--- src/rtl/clock_time_set.sv ---
// Timekeeping and time-set controller: synchronises debounced mode/inc buttons, runs a 1 Hz
// prescaled 24-hour HH:MM:SS counter and lets the user set hours and minutes.
module clock_time_set #(
  parameter int unsigned CLK_DIV = 100_000_000
) (
  input  logic       clk_in,
  input  logic       rst_n,
  input  logic       mode_pb,
  input  logic       inc_pb,
  output logic [4:0] hours,
  output logic [5:0] minutes,
  output logic [5:0] seconds,
  output logic [1:0] mode,
  output logic       blink,
  output logic       sec_tick
);

  localparam int unsigned CntW = (CLK_DIV > 1) ? $clog2(CLK_DIV) : 1;
  localparam logic [CntW-1:0] CntMax  = CntW'(CLK_DIV - 1);
  localparam logic [CntW-1:0] CntHalf = CntW'(CLK_DIV / 2);

  typedef enum logic [1:0] {
    StRun    = 2'b00,
    StSetHr  = 2'b01,
    StSetMin = 2'b10
  } state_e;

  // Button front end: 2-flop synchroniser plus a previous-value flop per button
  logic mode_s1_q, mode_s2_q, mode_prev_q;
  logic inc_s1_q, inc_s2_q, inc_prev_q;
  logic mode_evt, inc_evt;

  always_ff @(posedge clk_in or negedge rst_n) begin
    if (!rst_n) begin
      mode_s1_q   <= 1'b0;
      mode_s2_q   <= 1'b0;
      mode_prev_q <= 1'b0;
      inc_s1_q    <= 1'b0;
      inc_s2_q    <= 1'b0;
      inc_prev_q  <= 1'b0;
    end else begin
      mode_s1_q   <= mode_pb;
      mode_s2_q   <= mode_s1_q;
      mode_prev_q <= mode_s2_q;
      inc_s1_q    <= inc_pb;
      inc_s2_q    <= inc_s1_q;
      inc_prev_q  <= inc_s2_q;
    end
  end

  assign mode_evt = mode_s2_q & ~mode_prev_q;
  assign inc_evt  = inc_s2_q & ~inc_prev_q;

  state_e          state_q, state_d;
  logic [CntW-1:0] cnt_q, cnt_d;
  logic [4:0]      hours_q, hours_d;
  logic [5:0]      minutes_q, minutes_d;
  logic [5:0]      seconds_q, seconds_d;
  logic            blink_q, blink_d;
  logic            sec_tick_q, sec_tick_d;
  logic            tick;

  assign tick = (cnt_q == CntMax);

  always_comb begin
    state_d    = state_q;
    hours_d    = hours_q;
    minutes_d  = minutes_q;
    seconds_d  = seconds_q;
    sec_tick_d = 1'b0;

    unique case (state_q)
      StRun: begin
        // A mode event wins over a coincident tick; the tick is dropped
        if (mode_evt) begin
          state_d   = StSetHr;
          seconds_d = '0;
        end else if (tick) begin
          sec_tick_d = 1'b1;
          if (seconds_q == 6'd59) begin
            seconds_d = '0;
            if (minutes_q == 6'd59) begin
              minutes_d = '0;
              hours_d   = (hours_q == 5'd23) ? '0 : hours_q + 5'd1;
            end else begin
              minutes_d = minutes_q + 6'd1;
            end
          end else begin
            seconds_d = seconds_q + 6'd1;
          end
        end
      end
      StSetHr: begin
        if (mode_evt) begin
          state_d = StSetMin;
        end else if (inc_evt) begin
          hours_d = (hours_q == 5'd23) ? '0 : hours_q + 5'd1;
        end
      end
      StSetMin: begin
        if (mode_evt) begin
          state_d = StRun;
        end else if (inc_evt) begin
          minutes_d = (minutes_q == 6'd59) ? '0 : minutes_q + 6'd1;
        end
      end
      default: begin
        state_d = StRun;
      end
    endcase

    // Restart the second on every mode change so RUN's first tick lands a full period later
    if ((state_d != state_q) || tick) begin
      cnt_d = '0;
    end else begin
      cnt_d = cnt_q + CntW'(1);
    end

    // Registered blink tracks the prescaler value it is registered alongside
    blink_d = (state_d != StRun) && (cnt_d < CntHalf);
  end

  always_ff @(posedge clk_in or negedge rst_n) begin
    if (!rst_n) begin
      state_q    <= StRun;
      cnt_q      <= '0;
      hours_q    <= '0;
      minutes_q  <= '0;
      seconds_q  <= '0;
      blink_q    <= 1'b0;
      sec_tick_q <= 1'b0;
    end else begin
      state_q    <= state_d;
      cnt_q      <= cnt_d;
      hours_q    <= hours_d;
      minutes_q  <= minutes_d;
      seconds_q  <= seconds_d;
      blink_q    <= blink_d;
      sec_tick_q <= sec_tick_d;
    end
  end

  assign hours    = hours_q;
  assign minutes  = minutes_q;
  assign seconds  = seconds_q;
  assign mode     = state_q;
  assign blink    = blink_q;
  assign sec_tick = sec_tick_q;

endmodule

--- config.mk ---
export PLATFORM = sky130hd
export DESIGN_NAME = clock_time_set
export DESIGN_NICKNAME = d
export VERILOG_FILES = /design/src/rtl/clock_time_set.sv
export SDC_FILE = /design/constraint.sdc
export NUM_CORES = 1
export LEC_CHECK = 0
export CAP_MARGIN = 25
export CORE_MARGIN = 1
export CORE_UTILIZATION = 40
export DETAILED_ROUTE_END_ITERATION = 8
export GPL_TIMING_DRIVEN = 0
export MAX_ROUTING_LAYER = met4
export PLACE_DENSITY_LB_ADDON = 0.1
export SYNTH_ARGS = -nofsm -noshare
export SYNTH_HDL_FRONTEND = slang
export SYNTH_SLANG_ARGS = --single-unit
--- constraint.sdc ---
create_clock -name clk_in -period 4.5 [get_ports clk_in]
set_clock_uncertainty 0.2 [all_clocks]
set_input_delay 0.9 -clock clk_in [delete_from_list [all_inputs] [get_ports clk_in]]
set_output_delay 0.9 -clock clk_in [all_outputs]
set_load 0.05 [all_outputs]
==> out/qor.json, run 1 <==
{
  "status": {
    "run_status": "finished with violations",
    "failed_checks": "design-rule violations"
  },
  "worst_hold_path": {
    "hold_path_class": "flip-flop to flip-flop"
  },
  "placement": {
    "io_buffers": 24,
    "numPlacedInstances": 373,
    "detailed_place_hpwl_um": 3860,
    "gp_congestion": 0.859
  },
  "yosys": {
    "xor_xnor_share_of_the_synthesized_area": 0.0902,
    "synth-compound-area-share": 0.0847,
    "synthArstFlopShare": 1.00,
    "synth_top_area_frac": 0.497,
    "synthFlopType": "sky130_fd_sc_hd__dfrtp_1",
    "synth_cells": 270,
    "synthSimpleGateAreaFrac": 0.268,
    "netlist_area_um2": 2720,
    "syn_nets": 278,
    "synthAdderAreaFrac": 0.0184,
    "synth.top_cells.by_count": "54 x sky130_fd_sc_hd__dfrtp_1, 38 x sky130_fd_sc_hd__nor2_1, 21 x sky130_fd_sc_hd__nand3_1",
    "average_cell_area_after_synthesis_um2": 10.1,
    "synth_top_family_by_area": "simple AND/OR/NAND/NOR gates",
    "synth_warnings": 0,
    "count_of_cell_types_in_the_netlist": 48,
    "ys_ff_latch": 54,
    "synth-edff-count": 0,
    "post_synth_main_area_contributors": "sky130_fd_sc_hd__dfrtp_1 50%, sky130_fd_sc_hd__nor2_1 5.2%, sky130_fd_sc_hd__xnor2_1 4.8%",
    "synth_most_common_cell": "sky130_fd_sc_hd__dfrtp_1",
    "synth_seq_area_share": 0.497,
    "synth_top_cell_by_area": "sky130_fd_sc_hd__dfrtp_1",
    "synth.mux.area_fraction": 0.0207
  },
  "floorplanning": {
    "ioPinCount": 25,
    "fp.dieArea_um2": 7130,
    "placementRows": 29,
    "die_h_um": 84.4,
    "die_w_um": 84.4,
    "initial_utilization": 0.421,
    "design.core.area_um2": 6460
  },
  "timing": {
    "fin_crit_sh": 0.717,
    "post-route-min-period_ns": 3.23,
    "drv_slew": 0,
    "setup_repair_after_global_routing_missed_its_margin": "false",
    "report.final.hold_viol_count": 0,
    "final-setup-viol-count": 0,
    "maxSlewHeadroom": 0.315,
    "holdWs_ns": 0.160,
    "worst-slew-pin-transition_ns": 1.02,
    "maxClockFrequency_mhz": 310,
    "fin_setup_tns_ns": 0
  },
  "critical_path": {
    "crit_arrival_ns": 3.22,
    "critical_path.startpoint_type": "flip-flop",
    "critPathRequiredTime_ns": 4.50,
    "endpoint_kind": "flip-flop",
    "critPathMaxFanout": 6,
    "timing_worst_setup_path_type": "flip-flop to flip-flop",
    "reg2reg_setup_slack_ns": 1.27,
    "cp_cell_sequence": "ha_1 > nand4_1 > nor4_1 > nand3_1 > xnor2_1 > o41ai_1 > a21oi_1 > o31a_1",
    "combined_buffer_and_inverter_count_along_the_critical_path": 0,
    "slowest_stage": "sky130_fd_sc_hd__nor4_1",
    "critPathMaxStageDelay_ns": 0.90,
    "largest_delay_contributor_family_on_the_critical_path": "simple AND/OR/NAND/NOR gates"
  },
  "clock_tree": {
    "cts_tree": "built",
    "clk_transition_reported_paths_ns": 0.10,
    "clock_insertion_delay_worst_skew_ns": 0.31,
    "cts-buffers-inserted": 5,
    "cts_setup_buffers": 0,
    "post_cts.resized_instances": 0,
    "clockBufferDepth": 2,
    "cts.htree.levels": 2,
    "cts.hold.buffers_added": 0,
    "cts-root-buf": "sky130_fd_sc_hd__clkbuf_8",
    "cts.sink_count": 54
  },
  "global_route": {
    "largest_net_degree_at_the_start_of_global_routing": 26,
    "first_global_vias": 1882,
    "grt_use_total": 0.167,
    "sum_of_overflow_across_all_layers_after_global_routing": 0,
    "global_route_wire_length_before_repair_um": 9110,
    "antenna_violations_before_repair": 0
  },
  "detailed_routing": {
    "detail_route.drc_violations": 5,
    "dr.first_iter.drc_count": 75,
    "wirelength_um": 5320,
    "via_count_of_the_routed_design": 2026,
    "route.detailed.vias_per_inst": 5.32,
    "drt-wirelength-per-cell_um": 14.0,
    "detailed_routing_iteration_count_for_the_pre_antenna_repair_pass": 8,
    "detail-route-antenna-nets": 0
  },
  "job": {
    "drv_cap": 0
  },
  "pwr": {
    "powerDensity_nw_per_um2": 398,
    "vdd_drop_max_mv": 0.167,
    "total_leakage_power_nw": 1.38
  },
  "finish": {
    "count_of_fill_cells_added_during_filler_insertion": 610,
    "layout.cells.non_filler": 381,
    "final_layout_size_suffix_gt1_frac": 0.0888,
    "n_antenna_cell": 0,
    "num-nets-final": 311,
    "flow.area_growth_from_synthesis_pct": 17.3,
    "final_core_util": 0.494
  }
}
==> routing by layer <==
layer  wire [um]  vias up  global-route usage
met2        2320       36               0.248
met1        2740      958               0.230
li1            -     1026                   -
met3         176        6              0.0324
met4          74        0              0.0586
met5           0        -                   -
==> path summary, 6_finish.rpt <==
check                      cells past startpoint      start         to
min                                            0  mode_s1_q  mode_s2_q
max in group asynchronous                      2      rst_n   cnt_q[9]
min in group asynchronous                      1      rst_n   hours[4]
max                                            8   cnt_q[0]      blink
max reg2reg                                    8   cnt_q[0]      blink
min reg2reg                                    0  mode_s1_q  mode_s2_q
==> sequential cells by signal, summed over array words and instances (netlist names), 2 cells and up <==
signal	flops
cnt_q	27
seconds	6
hours	5
minutes	6
mode	2
==> worst register-to-register path: cells and delay by family, from the launching register on <==
family / cells / cell delay [ns]
AND/OR/NAND/NOR: 3 / 1.26
AO/OA/AOI/OAI: 3 / 0.82
flip-flops: 1 / 0.43
adder cells (fa/ha/maj): 1 / 0.26
XOR/XNOR: 1 / 0.18
==> cell families (layout without fill, tap and decap cells) <==
group           Yosys count  count (layout)
compound gates           33              33
fa+ha+maj                 4               4
simple gates            131             131
xor+xnor                 28              28
mux                       5               5
buf+inv                  15              49
flops                    54              54
==> metrics by stage <==
stage / setup slack (ns) / power, W / area [um^2]
global placement: 0.609 / 0.000985 / 3060
finish: 1.27 / 0.00127 / 3190
floorplan: 1.58 / 0.000864 / 2720
detailed placement: 1.29 / 0.000994 / 3090
CTS: 1.28 / 0.00130 / 3190
global route: 1.08 / 0.00134 / 3190
==> final cells by class <==
class / count / area (um^2) / share of cell area
multi-input combinational: 201 / 1310 / 0.411
sequential: 54 / 1350 / 0.424
buffer: 5 / 20.0 / 0.00628
timing repair buffer: 26 / 275 / 0.0863
clock buffer: 6 / 82.6 / 0.0259
clock inverter: 2 / 16.3 / 0.00510
inverter: 10 / 37.5 / 0.0118
tap: 77 / 96.3 / 0.0302
==> report_power, final <==
group / switching (W) / internal (W) / leakage [nW]
clock network: 0.000163 / 0.000127 / 0.0478
logic: 0.000251 / 0.000136 / 0.611
registers: 0.0000543 / 0.000538 / 0.725
==> layout by cell type (no fill, tap or decap), types with 4 or more instances in the layout <==
cell type	synthesis	routed
sky130_fd_sc_hd__o31ai_1	4	4
sky130_fd_sc_hd__xor2_1	13	13
sky130_fd_sc_hd__nor3_1	9	9
sky130_fd_sc_hd__clkdlybuf4s50_1	0	23
sky130_fd_sc_hd__and3_1	4	4
sky130_fd_sc_hd__mux2_2	5	5
sky130_fd_sc_hd__xnor2_1	15	15
sky130_fd_sc_hd__o21ai_0	12	12
sky130_fd_sc_hd__nor2b_1	4	4
sky130_fd_sc_hd__nor2_1	38	38
sky130_fd_sc_hd__dfrtp_1	54	54
sky130_fd_sc_hd__ha_1	4	4
sky130_fd_sc_hd__clkbuf_8	0	6
sky130_fd_sc_hd__nand2_1	20	20
sky130_fd_sc_hd__nand3_1	21	21
sky130_fd_sc_hd__nand4_1	13	13
sky130_fd_sc_hd__inv_1	10	10
No activity file was read; power rests on OpenSTA's default activity.
==> run 2: changes to the inputs <==
- clock period: 4.5 -> 2.76 ns (I/O delays scaled with it)
==> run 2 against run 1 <==
Effect of this change:
- the run still ends with design-rule violations left
- clock-buffer cell count unchanged
- global-route usage increased by 0.34 points
- power rose by 69%
- wire length is 4.9% higher
- register-to-register slack worse by 1.2 ns
- setup slack worse by 1.2 ns
- maximum frequency is 20% higher
- flip-flop and latch count did not move
==> out/qor.json, run 2 (synthesis gave the netlist of run 1 again) <==
{
  "critical_path": {
    "endpoint_kind": {"value": "flip-flop", "change": "unchanged"},
    "cp_cell_sequence": {"value": "nor4bb_4 > nand4_1 > nand4b_4 > or4_4 > a211oi_4 > buf_6 > mux2_4", "change": "was ha_1 > nand4_1 > nor4_1 > nand3_1 > xnor2_1 > o41ai_1 > a21oi_1 > o31a_1"},
    "timing_worst_setup_path_type": {"value": "flip-flop to flip-flop", "change": "unchanged"},
    "timing.rr.start": {"value": "cnt_q[25]", "change": "was cnt_q[0]"},
    "critPathRequiredTime": {"value": 2.77, "unit": "ns", "change": "was 4.50 ns"},
    "cp-startpoint": {"value": "cnt_q[25]", "change": "was cnt_q[0]"},
    "critPathMaxFanout": {"value": 5, "change": "was 6"},
    "slowest_stage": {"value": "sky130_fd_sc_hd__or4_4", "change": "was sky130_fd_sc_hd__nor4_1"},
    "critPathMaxStageDelay": {"value": 0.52, "unit": "ns", "change": "was 0.90 ns"},
    "critical_path.startpoint_type": {"value": "flip-flop", "change": "unchanged"},
    "crit_arrival": {"value": 2.70, "unit": "ns", "change": "was 3.22 ns"}
  },
  "detailed_routing": {
    "dr.first_iter.drc_count": {"value": 71, "change": "was 75"},
    "via_count_of_the_routed_design": {"value": 2131, "change": "was 2026"},
    "wirelength": {"value": 5570, "unit": "um", "change": "was 5320 um"},
    "detailed_routing_iteration_count_for_the_pre_antenna_repair_pass": {"value": 6, "change": "was 8"},
    "detail_route.drc_violations": {"value": 2, "change": "was 5"},
    "route.detailed.vias_per_inst": {"value": 5.39, "change": "was 5.32"},
    "detail-route-antenna-nets": {"value": 0, "change": "unchanged"},
    "drt-wirelength-per-cell": {"value": 14.1, "unit": "um", "change": "was 14.0 um"}
  },
  "timing": {
    "post-route-min-period": {"value": 2.69, "unit": "ns", "change": "was 3.23 ns"},
    "final-setup-viol-count": {"value": 0, "change": "unchanged"},
    "drv_slew": {"value": 0, "change": "unchanged"},
    "worst-slew-pin-transition": {"value": 0.548, "unit": "ns", "change": "was 1.02 ns"},
    "fin_crit_sh": {"value": 0.976, "change": "was 0.717"},
    "maxSlewHeadroom": {"value": 0.635, "change": "was 0.315"},
    "fin_setup_tns": {"value": 0, "unit": "ns", "change": "unchanged"},
    "setup_ws_post_layout": {"value": 0.0653, "unit": "ns", "change": "was 1.27 ns"},
    "report.final.hold_viol_count": {"value": 0, "change": "unchanged"},
    "setup_repair_after_global_routing_missed_its_margin": {"value": "true", "change": "was false"},
    "holdWs": {"value": 0.00784, "unit": "ns", "change": "was 0.160 ns"},
    "maxClockFrequency": {"value": 371, "unit": "MHz", "change": "was 310 MHz"}
  },
  "finish": {
    "n_antenna_cell": {"value": 0, "change": "unchanged"},
    "num-nets-final": {"value": 325, "change": "was 311"},
    "count_of_fill_cells_added_during_filler_insertion": {"value": 579, "change": "was 610"},
    "final_core_util": {"value": 0.525, "change": "was 0.494"},
    "largest_register_ff_count": {"value": 27, "change": "unchanged"},
    "layout.area.seq": {"value": 1370, "unit": "um^2", "change": "was 1350 um^2"},
    "max_flop_register": {"value": "cnt_q", "change": "unchanged"},
    "final_layout_size_suffix_gt1_frac": {"value": 0.201, "change": "was 0.0888"},
    "commonest_non_fill_non_tap_cell_in_the_layout": {"value": "sky130_fd_sc_hd__dfrtp_1", "change": "unchanged"},
    "layout_common_cells": {"value": "41 x sky130_fd_sc_hd__dfrtp_1, 38 x sky130_fd_sc_hd__nor2_1, 23 x sky130_fd_sc_hd__clkdlybuf4s50_1", "change": "was 54 x sky130_fd_sc_hd__dfrtp_1, 38 x sky130_fd_sc_hd__nor2_1, 23 x sky130_fd_sc_hd__clkdlybuf4s50_1"},
    "multi_input_comb_area": {"value": 1390, "unit": "um^2", "change": "was 1310 um^2"},
    "flow.area_growth_from_synthesis": {"value": 24.7, "unit": "%", "change": "was 17.3%"},
    "layout.cells.non_filler": {"value": 395, "change": "was 381"}
  },
  "global_route": {
    "grt_use_total": {"value": 0.171, "change": "was 0.167"},
    "grt_use_met3": {"value": 0.0324, "change": "unchanged"},
    "top_usage_layer": {"value": "met2", "change": "unchanged"},
    "gr-usage-met1": {"value": 0.227, "change": "was 0.230"},
    "grtUsageMet2": {"value": 0.262, "change": "was 0.248"},
    "largest_net_degree_at_the_start_of_global_routing": {"value": 32, "change": "was 26"},
    "global_route_wire_length_before_repair": {"value": 9320, "unit": "um", "change": "was 9110 um"},
    "first_global_vias": {"value": 1981, "change": "was 1882"},
    "sum_of_overflow_across_all_layers_after_global_routing": {"value": 0, "change": "unchanged"},
    "antenna_violations_before_repair": {"value": 0, "change": "unchanged"}
  },
  "pwr": {
    "total_leakage_power": {"value": 1.46, "unit": "nW", "change": "was 1.38 nW"},
    "powerDensity": {"value": 633, "unit": "nW/um^2", "change": "was 398 nW/um^2"},
    "vdd_drop_max": {"value": 0.288, "unit": "mV", "change": "was 0.167 mV"}
  },
  "worst_hold_path": {
    "hold_path_class": {"value": "primary input to asynchronous set/reset pin", "change": "was flip-flop to flip-flop"}
  },
  "clock_tree": {
    "cts-root-buf": {"value": "sky130_fd_sc_hd__clkbuf_8", "change": "unchanged"},
    "cts-buffers-inserted": {"value": 5, "change": "unchanged"},
    "clock_insertion_delay_worst_skew": {"value": 0.32, "unit": "ns", "change": "was 0.31 ns"},
    "cts_tree": {"value": "built", "change": "unchanged"},
    "cts.sink_count": {"value": 54, "change": "unchanged"},
    "clockBufferDepth": {"value": 2, "change": "unchanged"},
    "cts.htree.levels": {"value": 2, "change": "unchanged"},
    "clk_transition_reported_paths": {"value": 0.11, "unit": "ns", "change": "was 0.10 ns"}
  },
  "job": {
    "drv_cap": {"value": 0, "change": "unchanged"}
  },
  "floorplanning": {
    "design.core.area": {"value": 6460, "unit": "um^2", "change": "unchanged"},
    "ioPinCount": {"value": 25, "change": "unchanged"},
    "die_h": {"value": 84.4, "unit": "um", "change": "unchanged"},
    "initial_utilization": {"value": 0.421, "change": "unchanged"},
    "die_w": {"value": 84.4, "unit": "um", "change": "unchanged"},
    "placementRows": {"value": 29, "change": "unchanged"},
    "fp.dieArea": {"value": 7130, "unit": "um^2", "change": "unchanged"}
  },
  "placement": {
    "dpl_worst_slack": {"value": -0.146, "unit": "ns", "change": "was 1.29 ns"},
    "io_buffers": {"value": 24, "change": "unchanged"},
    "detailed_place_hpwl": {"value": 3880, "unit": "um", "change": "was 3860 um"},
    "gp_congestion": {"value": 0.835, "change": "was 0.859"},
    "numPlacedInstances": {"value": 373, "change": "unchanged"}
  },
  "status": {
    "failed_checks": {"value": "design-rule violations", "change": "unchanged"},
    "run_status": {"value": "finished with violations", "change": "unchanged"}
  }
}
## run 2: final cells by class
type / instances / share of cell area
well taps: 77 / 0.0284
repair buffers: 40 / 0.110
inverters: 10 / 0.0111
multi-input cells: 201 / 0.410
clock inverters: 2 / 0.00480
plain buffers: 5 / 0.00812
flip-flops and latches: 54 / 0.403
clock buffers: 6 / 0.0244
## run 2: timing repair
| item | CTS | global route |
|---|---|---|
| gates resized for setup | 9 | 19 |
| endpoints found under the setup margin | 15 | 14 |
| hold buffers | 0 | 0 |
| pin swaps | 2 | 14 |
| setup buffers | 4 | 11 |
## run 2: stage by stage
step                      power, W  instance area, um^2
after floorplan            0.00141                 2730
after global placement     0.00161                 3060
after detailed placement   0.00162                 3080
after CTS                  0.00213                 3240
after global routing       0.00225                 3390
final                      0.00215                 3390
## run 2: critical path: cells and delay by family, from the launching register on
kind | cells | cell delay, ns
AO/OA/AOI/OAI | 1 | 0.35
buffers and inverters | 1 | 0.16
flip-flops | 1 | 0.43
AND/OR/NAND/NOR | 4 | 1.16
multiplexers | 1 | 0.29
## run 2: where the power goes
part	leakage (nW)	internal, W	switching [W]	total (W)
clock	0.0478	0.000207	0.000278	0.000485
combinational	0.706	0.000266	0.000429	0.000695
sequential	0.703	0.000880	0.0000860	0.000966
total	1.46	0.00135	0.000793	0.00215
## run 2: final timing paths
path                             end  slack, ns  cells past startpoint
min in group clk_in        mode_s2_q       0.16                      0
max                         hours[1]       0.07                      7
max reg2reg                 hours[1]       0.07                      7
min reg2reg                mode_s2_q       0.16                      0
max in group asynchronous   cnt_q[8]       1.77                      2
min                         hours[2]      0.008                      1
## run 2: per-layer routing
| layer | wire [um] | vias up | part of all wire |
|---|---|---|---|
| met4 | 78 | 0 | 0.014 |
| met5 | 0 | - | 0 |
| met3 | 166 | 7 | 0.030 |
| li1 | - | 1059 | - |
| met2 | 2530 | 33 | 0.45 |
| met1 | 2800 | 1032 | 0.50 |
